<file path="config.mk">
export PLATFORM = sky130hd
export DESIGN_NAME = dma_wr_dealigner
export DESIGN_NICKNAME = d
export VERILOG_FILES = /design/src/rtl/dma_dealign_pkg.sv /design/src/rtl/dma_wr_dealigner_shifter.sv /design/src/rtl/dma_wr_dealigner.sv
export SDC_FILE = /design/constraint.sdc
export NUM_CORES = 1
export LEC_CHECK = 0
export ABC_CLOCK_PERIOD_IN_PS = 3950
export CORE_ASPECT_RATIO = 1.1
export CORE_MARGIN = 5
export CORE_UTILIZATION = 45
export CTS_BUF_LIST = sky130_fd_sc_hd__clkbuf_4 sky130_fd_sc_hd__clkbuf_8
export CTS_CLUSTER_SIZE = 25
export DETAILED_ROUTE_END_ITERATION = 7
export GPL_TIMING_DRIVEN = 0
export PLACE_DENSITY = 0.77
export SYNTH_ARGS = -nofsm -noshare
export SYNTH_HDL_FRONTEND = slang
export SYNTH_HIERARCHICAL = 1
export SYNTH_SLANG_ARGS = --single-unit
</file>
<file path="constraint.sdc">
create_clock -name clk -period 3.95 [get_ports clk]
set_input_delay 0.9875 -clock clk [delete_from_list [all_inputs] [get_ports clk]]
set_output_delay 0.9875 -clock clk [all_outputs]
set_load 0.01 [all_outputs]
</file>
<file path="src/rtl/dma_dealign_pkg.sv">
// Shared types and strobe helpers for the DMA write-path dealigner.
package dma_dealign_pkg;

  localparam int MAX_NB = 16;

  typedef enum logic [1:0] {IDLE, RUN, FLUSH, DONE} state_t;

  // Strobes for lanes off..nb-1 (first beat of a transfer).
  function automatic logic [MAX_NB-1:0] first_strb(int off, int nb);
    logic [MAX_NB-1:0] m;
    for (int i = 0; i < MAX_NB; i++) m[i] = (i >= off) && (i < nb);
    return m;
  endfunction

  // Strobes for lanes below e; e == 0 means the final beat is full.
  function automatic logic [MAX_NB-1:0] last_strb(int e, int nb);
    logic [MAX_NB-1:0] m;
    for (int i = 0; i < MAX_NB; i++) m[i] = (i < nb) && ((e == 0) || (i < e));
    return m;
  endfunction

endpackage

</file>
<file path="src/rtl/dma_wr_dealigner_shifter.sv">
// Combinational merge of the held tail bytes and the current word into one aligned beat.
module dealign_shifter #(
  parameter int DATA_W = 32,
  parameter int OFF_W  = $clog2(DATA_W / 8)
) (
  input  logic [DATA_W-1:0] hold,
  input  logic [DATA_W-1:0] in_data,
  input  logic [OFF_W-1:0]  off,
  output logic [DATA_W-1:0] beat
);

  // hold only ever has lanes below off populated, so a plain OR merges cleanly
  assign beat = (in_data << {off, 3'b000}) | hold;

endmodule

</file>
<file path="src/rtl/dma_wr_dealigner.sv">
// Repacks a packed FIFO byte stream onto address-aligned, strobed write beats.
// Define DEALIGN_ADDR_OUT_EN to add the out_addr beat address port.
module dma_wr_dealigner
  import dma_dealign_pkg::*;
#(
  parameter int DATA_W = 32,
  parameter int ADDR_W = 32,
  parameter int LEN_W  = 16
) (
  input  logic                clk,
  input  logic                rst,
  input  logic                start,
  input  logic [ADDR_W-1:0]   start_addr,
  input  logic [LEN_W-1:0]    start_len,
  output logic                busy,
  output logic                done,
  input  logic                in_valid,
  output logic                in_ready,
  input  logic [DATA_W-1:0]   in_data,
  output logic                out_valid,
  input  logic                out_ready,
  output logic [DATA_W-1:0]   out_data,
  output logic [DATA_W/8-1:0] out_strb,
  output logic                out_last
`ifdef DEALIGN_ADDR_OUT_EN
  ,
  output logic [ADDR_W-1:0]   out_addr
`endif
);

  localparam int NB    = DATA_W / 8;
  localparam int OFF_W = $clog2(NB);
  localparam int CW    = LEN_W + 1;

  state_t            state;
  logic [OFF_W-1:0]  off, e_r, off_s;
  logic              flush_req, first_pend;
  logic [CW-1:0]     words_left, beats_left, span, in_words, out_beats;
  logic [DATA_W-1:0] hold, hold_nxt, shifted, data_raw, data_n, byte_mask;
  logic [NB-1:0]     strb_n, first_m, last_m;
  logic [OFF_W:0]    rem;
  logic              in_hs, out_hs, out_free, flush_load, load;

  assign off_s     = start_addr[OFF_W-1:0];
  assign span      = CW'(start_len) + CW'(off_s);
  assign in_words  = (CW'(start_len) + CW'(NB - 1)) >> OFF_W;
  assign out_beats = (span + CW'(NB - 1)) >> OFF_W;

  assign out_free   = !out_valid || out_ready;
  assign in_ready   = (state == RUN) && (words_left != '0) && out_free;
  assign in_hs      = in_valid && in_ready;
  assign out_hs     = out_valid && out_ready;
  assign out_last   = out_valid && (beats_left == CW'(1));
  assign flush_load = (state == FLUSH) && out_free && !out_last;
  assign load       = in_hs || flush_load;

  // Tail of the current word that spills into the next beat, parked in lanes 0..off-1
  assign rem      = (OFF_W + 1)'(NB) - {1'b0, off};
  assign hold_nxt = in_data >> {rem, 3'b000};
  assign first_m  = NB'(first_strb(int'(off), NB));
  assign last_m   = NB'(last_strb(int'(e_r), NB));

  dealign_shifter #(.DATA_W(DATA_W), .OFF_W(OFF_W)) u_shift (
    .hold   (hold),
    .in_data(in_data),
    .off    (off),
    .beat   (shifted)
  );

  always_comb begin
    data_raw  = shifted;
    strb_n    = '1;
    byte_mask = '0;
    if (flush_load) begin
      data_raw = hold;
      strb_n   = last_m;
    end else begin
      if (first_pend) strb_n = strb_n & first_m;
      if ((words_left == CW'(1)) && !flush_req) strb_n = strb_n & last_m;
    end
    for (int b = 0; b < NB; b++) byte_mask[b*8 +: 8] = {8{strb_n[b]}};
    data_n = data_raw & byte_mask;
  end

  always_ff @(posedge clk or posedge rst) begin
    if (rst) begin
      state      <= IDLE;
      off        <= '0;
      e_r        <= '0;
      flush_req  <= 1'b0;
      first_pend <= 1'b0;
      words_left <= '0;
      beats_left <= '0;
      hold       <= '0;
      out_valid  <= 1'b0;
      out_data   <= '0;
      out_strb   <= '0;
      busy       <= 1'b0;
      done       <= 1'b0;
    end else begin
      done <= 1'b0;
      if (out_hs) begin
        beats_left <= beats_left - CW'(1);
        out_valid  <= 1'b0;
      end
      if (load) begin
        out_valid <= 1'b1;
        out_data  <= data_n;
        out_strb  <= strb_n;
      end
      if (in_hs) begin
        words_left <= words_left - CW'(1);
        hold       <= hold_nxt;
        first_pend <= 1'b0;
      end
      case (state)
        IDLE: if (start) begin
          off        <= off_s;
          e_r        <= span[OFF_W-1:0];
          flush_req  <= out_beats > in_words;
          words_left <= in_words;
          beats_left <= out_beats;
          hold       <= '0;
          first_pend <= 1'b1;
          busy       <= 1'b1;
          state      <= (start_len == '0) ? DONE : RUN;
        end
        RUN:
          if (in_hs && (words_left == CW'(1)) && flush_req) state <= FLUSH;
          else if (out_hs && out_last) begin
            state <= DONE;
            busy  <= 1'b0;
            done  <= 1'b1;
          end
        FLUSH:
          if (out_hs && out_last) begin
            state <= DONE;
            busy  <= 1'b0;
            done  <= 1'b1;
          end
        DONE: begin
          // zero-length transfers arrive here still busy and report done on the way out
          state <= IDLE;
          if (busy) begin
            busy <= 1'b0;
            done <= 1'b1;
          end
        end
        default: state <= IDLE;
      endcase
    end
  end

`ifdef DEALIGN_ADDR_OUT_EN
  always_ff @(posedge clk or posedge rst) begin
    if (rst) out_addr <= '0;
    else if ((state == IDLE) && start) out_addr <= {start_addr[ADDR_W-1:OFF_W], {OFF_W{1'b0}}};
    else if (out_hs) out_addr <= out_addr + ADDR_W'(NB);
  end
`else
  logic addr_hi_unused;
  assign addr_hi_unused = ^start_addr[ADDR_W-1:OFF_W];
`endif

endmodule
</file>
* Word level (Yosys, flattened, before mapping)
Index checks and enable logic that the tools add are counted.
** Operators by class
- Reductions and logical operators :: 26
- Multipliers :: 0
- Magnitude comparators :: 7
- Equality and inequality tests :: 7
- Bitwise gates (word level) :: 3
- Div/mod/pow operators :: 0
- Multiplexer cells :: 32
- Shifts and indexed selects :: 2
- $add $sub $neg :: 6
** Operators by type and width (count)
- 32-bit two-way mux :: 4
- 17-bit two-way mux :: 6
- 17-bit by 1-bit == test with 1-bit output, second input constant :: 2
- 17-bit by 1-bit subtractor with 17-bit output, second input constant :: 2
- 32-bit bitwise AND :: 1
- 32-bit OR :: 1
- 32-bit by 5-bit left shift with 32-bit output :: 1
- 32-bit by 6-bit >> shifter with 32-bit output :: 1
- 16-bit by 2-bit adder with 17-bit output :: 1
- 16-bit by 2-bit adder with 17-bit output, second input constant :: 1
- 17-bit by 2-bit adder with 17-bit output, second input constant :: 1
- 17-bit nonzero test :: 1
- 16-bit logical NOT :: 1
- 15-bit greater-than comparator :: 1
- 4-bit two-way mux :: 3
- 1-bit logical AND :: 11
- 1-bit two-way mux :: 11
- 2-bit two-way mux :: 4
- 2-bit one-hot mux with 4 select lines :: 1
- 1-bit logical OR :: 5
- 4-bit bitwise AND :: 1
- 2-bit == test, second input constant :: 2
- 1-bit by 2-bit greater-or-equal comparator with 1-bit output, first input constant :: 2
- 2-bit logical NOT :: 2
- other kinds (12) :: 17
** Word-level totals
- RAM bits :: 0
- Memories :: 0
- Output and inout bits :: 41
- ROM bits :: 0
- Bits in registers :: 113
- Latch bits :: 0
- Logic and storage cells :: 96
- Bits of input ports :: 85

* Logic depth before layout (Yosys ltp)
- Word-level depth :: 9
- Depth in mapped cells :: 19
- Mapped depth without buffers :: 18

* Modules after synthesis
The synthesis kept the hierarchy.
** By module, submodules not included
- dma_wr_dealigner :: area each 7179.4 um2, seq. area each 2827.7 um2, instances 1, cells each 822
- dealign_shifter :: area each 728.2 um2, seq. area each 0.0 um2, instances 1, cells each 98

* Worst setup path before layout
OpenSTA, ideal clock, no wires.
- Path kind :: input port to flip-flop
- Start point :: input port start_addr[0]
- End point :: register flush_req
- Setup slack :: -0.386 ns
- Path buffers :: 1
- Library setup time :: 0.096 ns
- Stages :: 17
- Data arrival time :: 4.240 ns
- Data required time :: 3.854 ns
- Path through :: ha_1 inv_1 fa_1 buf_2 nand4b_1 nor4_1 xnor2_1 or3b_4 or3_1 nor4_2 nor2_1 ha_1 nand4_1 nor2_1 nand3_1 o21a_1 o31ai_1
** Between the ends
- Longest elaborated chain between the ends :: 3
** Ends and longest elaborated chain
- start, declared :: RTL line dma_wr_dealigner.sv:13 : input logic [ADDR_W-1:0] start_addr,
- 16-bit by 2-bit adder with 17-bit output :: RTL line dma_wr_dealigner.sv:45 : assign span = CW'(start_len) + CW'(off_s);
- 17-bit by 2-bit adder with 17-bit output :: RTL line dma_wr_dealigner.sv:47 : assign out_beats = (span + CW'(NB - 1)) >> OFF_W;
- 15-bit greater-than comparator :: RTL line dma_wr_dealigner.sv:120 : flush_req <= out_beats > in_words;
- end signal, assigned :: RTL line dma_wr_dealigner.sv:120
- end, declared :: RTL line dma_wr_dealigner.sv:37 : logic flush_req, first_pend;
No other way between the ends.
A chain may end at the register's enable or synchronous reset.

* Final worst setup path
- Start point :: input port start_addr[1]
- End point :: register flush_req
The elaborated chain is that of the path after synthesis.

==> metrics.md <==
| Metric | Value |
|---|---|
| Finished Core Util | 0.569 |
| Core Region | 17100 µm² |
| CP max stage cell | or3b_4 |
| Final hold slack | about 0.49 ns |
| Die ar. | just over 20000 µm² |
| Hold buffers post-CTS | 0 |
| Hold Startpoint | out_data[27] |
| Crit path cell chain | buf_2 -> inv_1 -> fa_2 -> buf_6 -> nand4b_1 -> nor4_2 -> xnor2_1 -> or3b_4 -> or3_4 -> nor4_4 -> nor2_1 -> ha_1 -> nand4_1 -> nor2_2 -> nand3_2 -> o21a_1 -> o31ai_2 |
| Failing checks | setup timing |
| Post-DP Area | between 9000 and 10000 µm² |
| Post-Synth Simple-Gate Area | 0.226 |
| Status | finished with violations |
| Startpoint Class | primary input |
| # clock sinks | about 110 |
| Setup TNS | -0.154 ns |
| Max_cap viols | 0 |
| RSZ-0062 raised after global routing | yes |
| Worst Slack Setup Final | -0.154 ns |
| CP top delay family | simple AND/OR/NAND/NOR gates |
| Detail Route Antenna Nets | 0 |
| Clk_lat worst skew | between 0.4 and 0.5 ns |
| Via/cell ratio | approximately 5.9 |
| Syn nets | 1037 |
| Vias after detailed routing | 7692 |
| Synth Area in Adders | 0.0516 |
| Clk buf depth | 2 |
| Max Clock Freq | 0.244 GHz |
| Number of DRC markers in iteration 0 | ~720 |
| CP Buf/Inv Count | 3 |
| XOR/XNOR share of the synthesized area | 0.0665 |
| Mean post-synth cell area | about 8.6 µm² |
| Worst Hold Class | register to register |
| Final Hold Viols | 0 |
| Fin cells | around 1.3k |
| Slew @ Worst Pin | between 0.9 and 1 ns |
| Reg-to-reg startpoint | off[0] |
| Share of flip-flops with an asynchronous set or reset | 1.00 |
| Crit-path max cell delay | between 0.4 and 0.5 ns |
| P_leak | about 4.2 nW |
| Most common cell after layout, fill and taps aside | dfrtp_1 |
| Most frequent cells in the layout | 113 x dfrtp_1, 95 x nor2_1, 90 x nand2_1 |
| Pwr dens | roughly 670 nW/µm² |
| GRT Util Overall | 0.251 |
| Largest family of logic cells by synthesized area | simple AND/OR/NAND/NOR gates |
| DRC viols | 0 |
| CTS tree | yes |
| Fillers | 1560 |
| First-pass GRT wire length | ~40 mm |
| Unique masters post-synth | 63 |
| Critical path origin | start_addr[1] |
| Min cycle time layout | 4.10 ns |
| Initial antenna violation count | 0 |
| Layout cells sized above 1 | 0.114 |
| Worst VDD drop | 0.292 mV |
| Post-synth EDFFs | 0 |
| Critical path class | primary input to register |
| DP Cell Count | between 1k and 1.5k |
| PortBufs | 89 |
| Synth Warn # | 6 |
| Largest net degree at the start of global routing | 38 |
| WP data required | roughly 4.3 ns |
| Endpoints failing setup | 1 |
| Post-Syn Area | slightly below 8000 µm² |
| Final period utilization | 1.04 |
| Crit-path max FO | 5 |
| Post-synthesis compound-gate area fraction | 0.174 |
| Slew headroom | 0.335 |
| Gpl congestion | slightly below 1 |
| Gr ovfl total | 0 |
| Area delta synth->final | 23.4% |
| Total wire length | roughly 25 mm |
| Starting Density | 0.461 |
| Post-synthesis cell count | a little over 900 |
| Rows | 50 |
| Vias in the first global route | 7714 |
| Clk slew on worst S/H paths | 0.08 ns |
| Sequential share of the synthesized area | 0.358 |
| WP data arrival | approximately 4.5 ns |
| CTS root buffer | clkbuf_8 |
| Post-Layout Inst Area | 9750 µm² |
| Die width | 136 µm |
| Drt wl/cell | 19.5 µm |
| Post-synthesis mux area share | 0.0682 |
| Top FF cell, synth | dfrtp_1 |
| # nets final | ~1.2k |
| Clock Skews | ~0.012 ns |
| Final Slew Violations | 0 |
| Total CTS buffers | 17 |
| Num ports | roughly 130 |
| Antenna Cells | 0 |
| Die span in y | 149 µm |
| CP Capture Type | register |
| HPWL Detailed | between 15 and 20 mm |
| Yosys reg bits | 113 |
| Initial DRT Pass Iterations | 6 |
| H-Tree Depth | 4 |
-- kinds of logic after synthesis --
| logic type | Yosys count |
|---|---|
| buffers and inverters | 98 |
| XOR/XNOR | 60 |
| multiplexers | 53 |
| adder cells (fa/ha/maj) | 32 |
| flip-flops | 113 |
| AND/OR/NAND/NOR | 356 |
| AO/OA/AOI/OAI | 208 |
-- what timing repair did --
action,in CTS,in global routing
endpoints found under the setup margin,1,2
buffers inserted,10,5
resized for setup,35,11
pin swaps,15,11
-- worst paths after layout --
path                       slack, ns  cells past startpoint            to
max                            -0.15                     17     flush_req
min                             0.49                      2  out_data[27]
max reg2reg                     0.41                     11       hold[7]
min reg2reg                     0.49                      2  out_data[27]
max in group asynchronous       2.30                      4       hold[4]
min in group asynchronous       0.92                      2  out_data[24]
-- metrics by stage --
stage                     total power [mW]  worst slack [ns]
after floorplan                       4.26            -0.336
after global placement                5.36             -1.42
after detailed placement              5.44             -1.48
after CTS                             6.51            -0.246
after global routing                  7.01            -0.350
final                                 6.55            -0.154
-- cells in the mapped netlist (all sizes together), types with 6 or more instances --
cell type	instances	area [µm²]
o21bai	9	67.6
xor2	22	193
nor2b	21	131
nand2	90	338
nand3	36	190
a31oi	15	93.8
buf	31	189
clkbuf	30	113
or3	7	43.8
o21ai	26	130
ha	31	388
nand2b	6	37.5
a2111oi	8	70.1
nand3b	10	75.1
nand4	23	144
xnor2	38	333
mux2i	46	460
a21o	16	120
nor2	98	373
a222oi	8	80.1
a22oi	29	218
a21oi	58	290
dfrtp	113	2830
o211ai	10	80.1
inv	37	139
nor3	24	136
a211oi	14	110
mux2	7	78.8
nor4	22	165
-- sequential cells by signal (all words and copies together) (netlist names) --
| name | cells |
|---|---|
| busy | 1 |
| hold | 32 |
| e_r | 2 |
| out_strb | 4 |
| done | 1 |
| off | 2 |
| flush_req | 1 |
| first_pend | 1 |
| beats_left | 17 |
| state | 2 |
| out_data | 32 |
| words_left | 17 |
| out_valid | 1 |
-- layer usage --
metal,vias to the layer above,GRT usage,part of all wire
met5,-,0,0
met4,0,0.120,0.046
met3,66,0.0435,0.074
met2,346,0.426,0.48
met1,3716,0.309,0.40
li1,3564,-,-
-- worst register-to-register path, cell delays in order, from the launching register on --
cell,delay [ns]
dfrtp_1,0.40
clkbuf_1,0.32
clkbuf_2,0.36
clkbuf_1,0.41
inv_1,0.14
ha_1,0.31
clkbuf_1,0.24
clkbuf_1,0.43
a211oi_1,0.08
a2111oi_0,0.58
a21oi_1,0.09
nor2_1,0.12
-- cell type report --
type                    count  area (µm²)  area share
repair buffers            107        1060       0.109
clock buffers              18         241      0.0248
clock inverters            14         135      0.0139
flip-flops and latches    113        2830       0.290
multi-input cells         709        4740       0.486
inverters                  37         143      0.0146
plain buffers              61         309      0.0317
well taps                 234         293      0.0300
-- report_power, final --
group	internal (mW)	switching [mW]
Sequential	1.63	0.403
Combinational	1.45	2.02
Clock	0.510	0.536
Power figures use the tool's default switching activity.
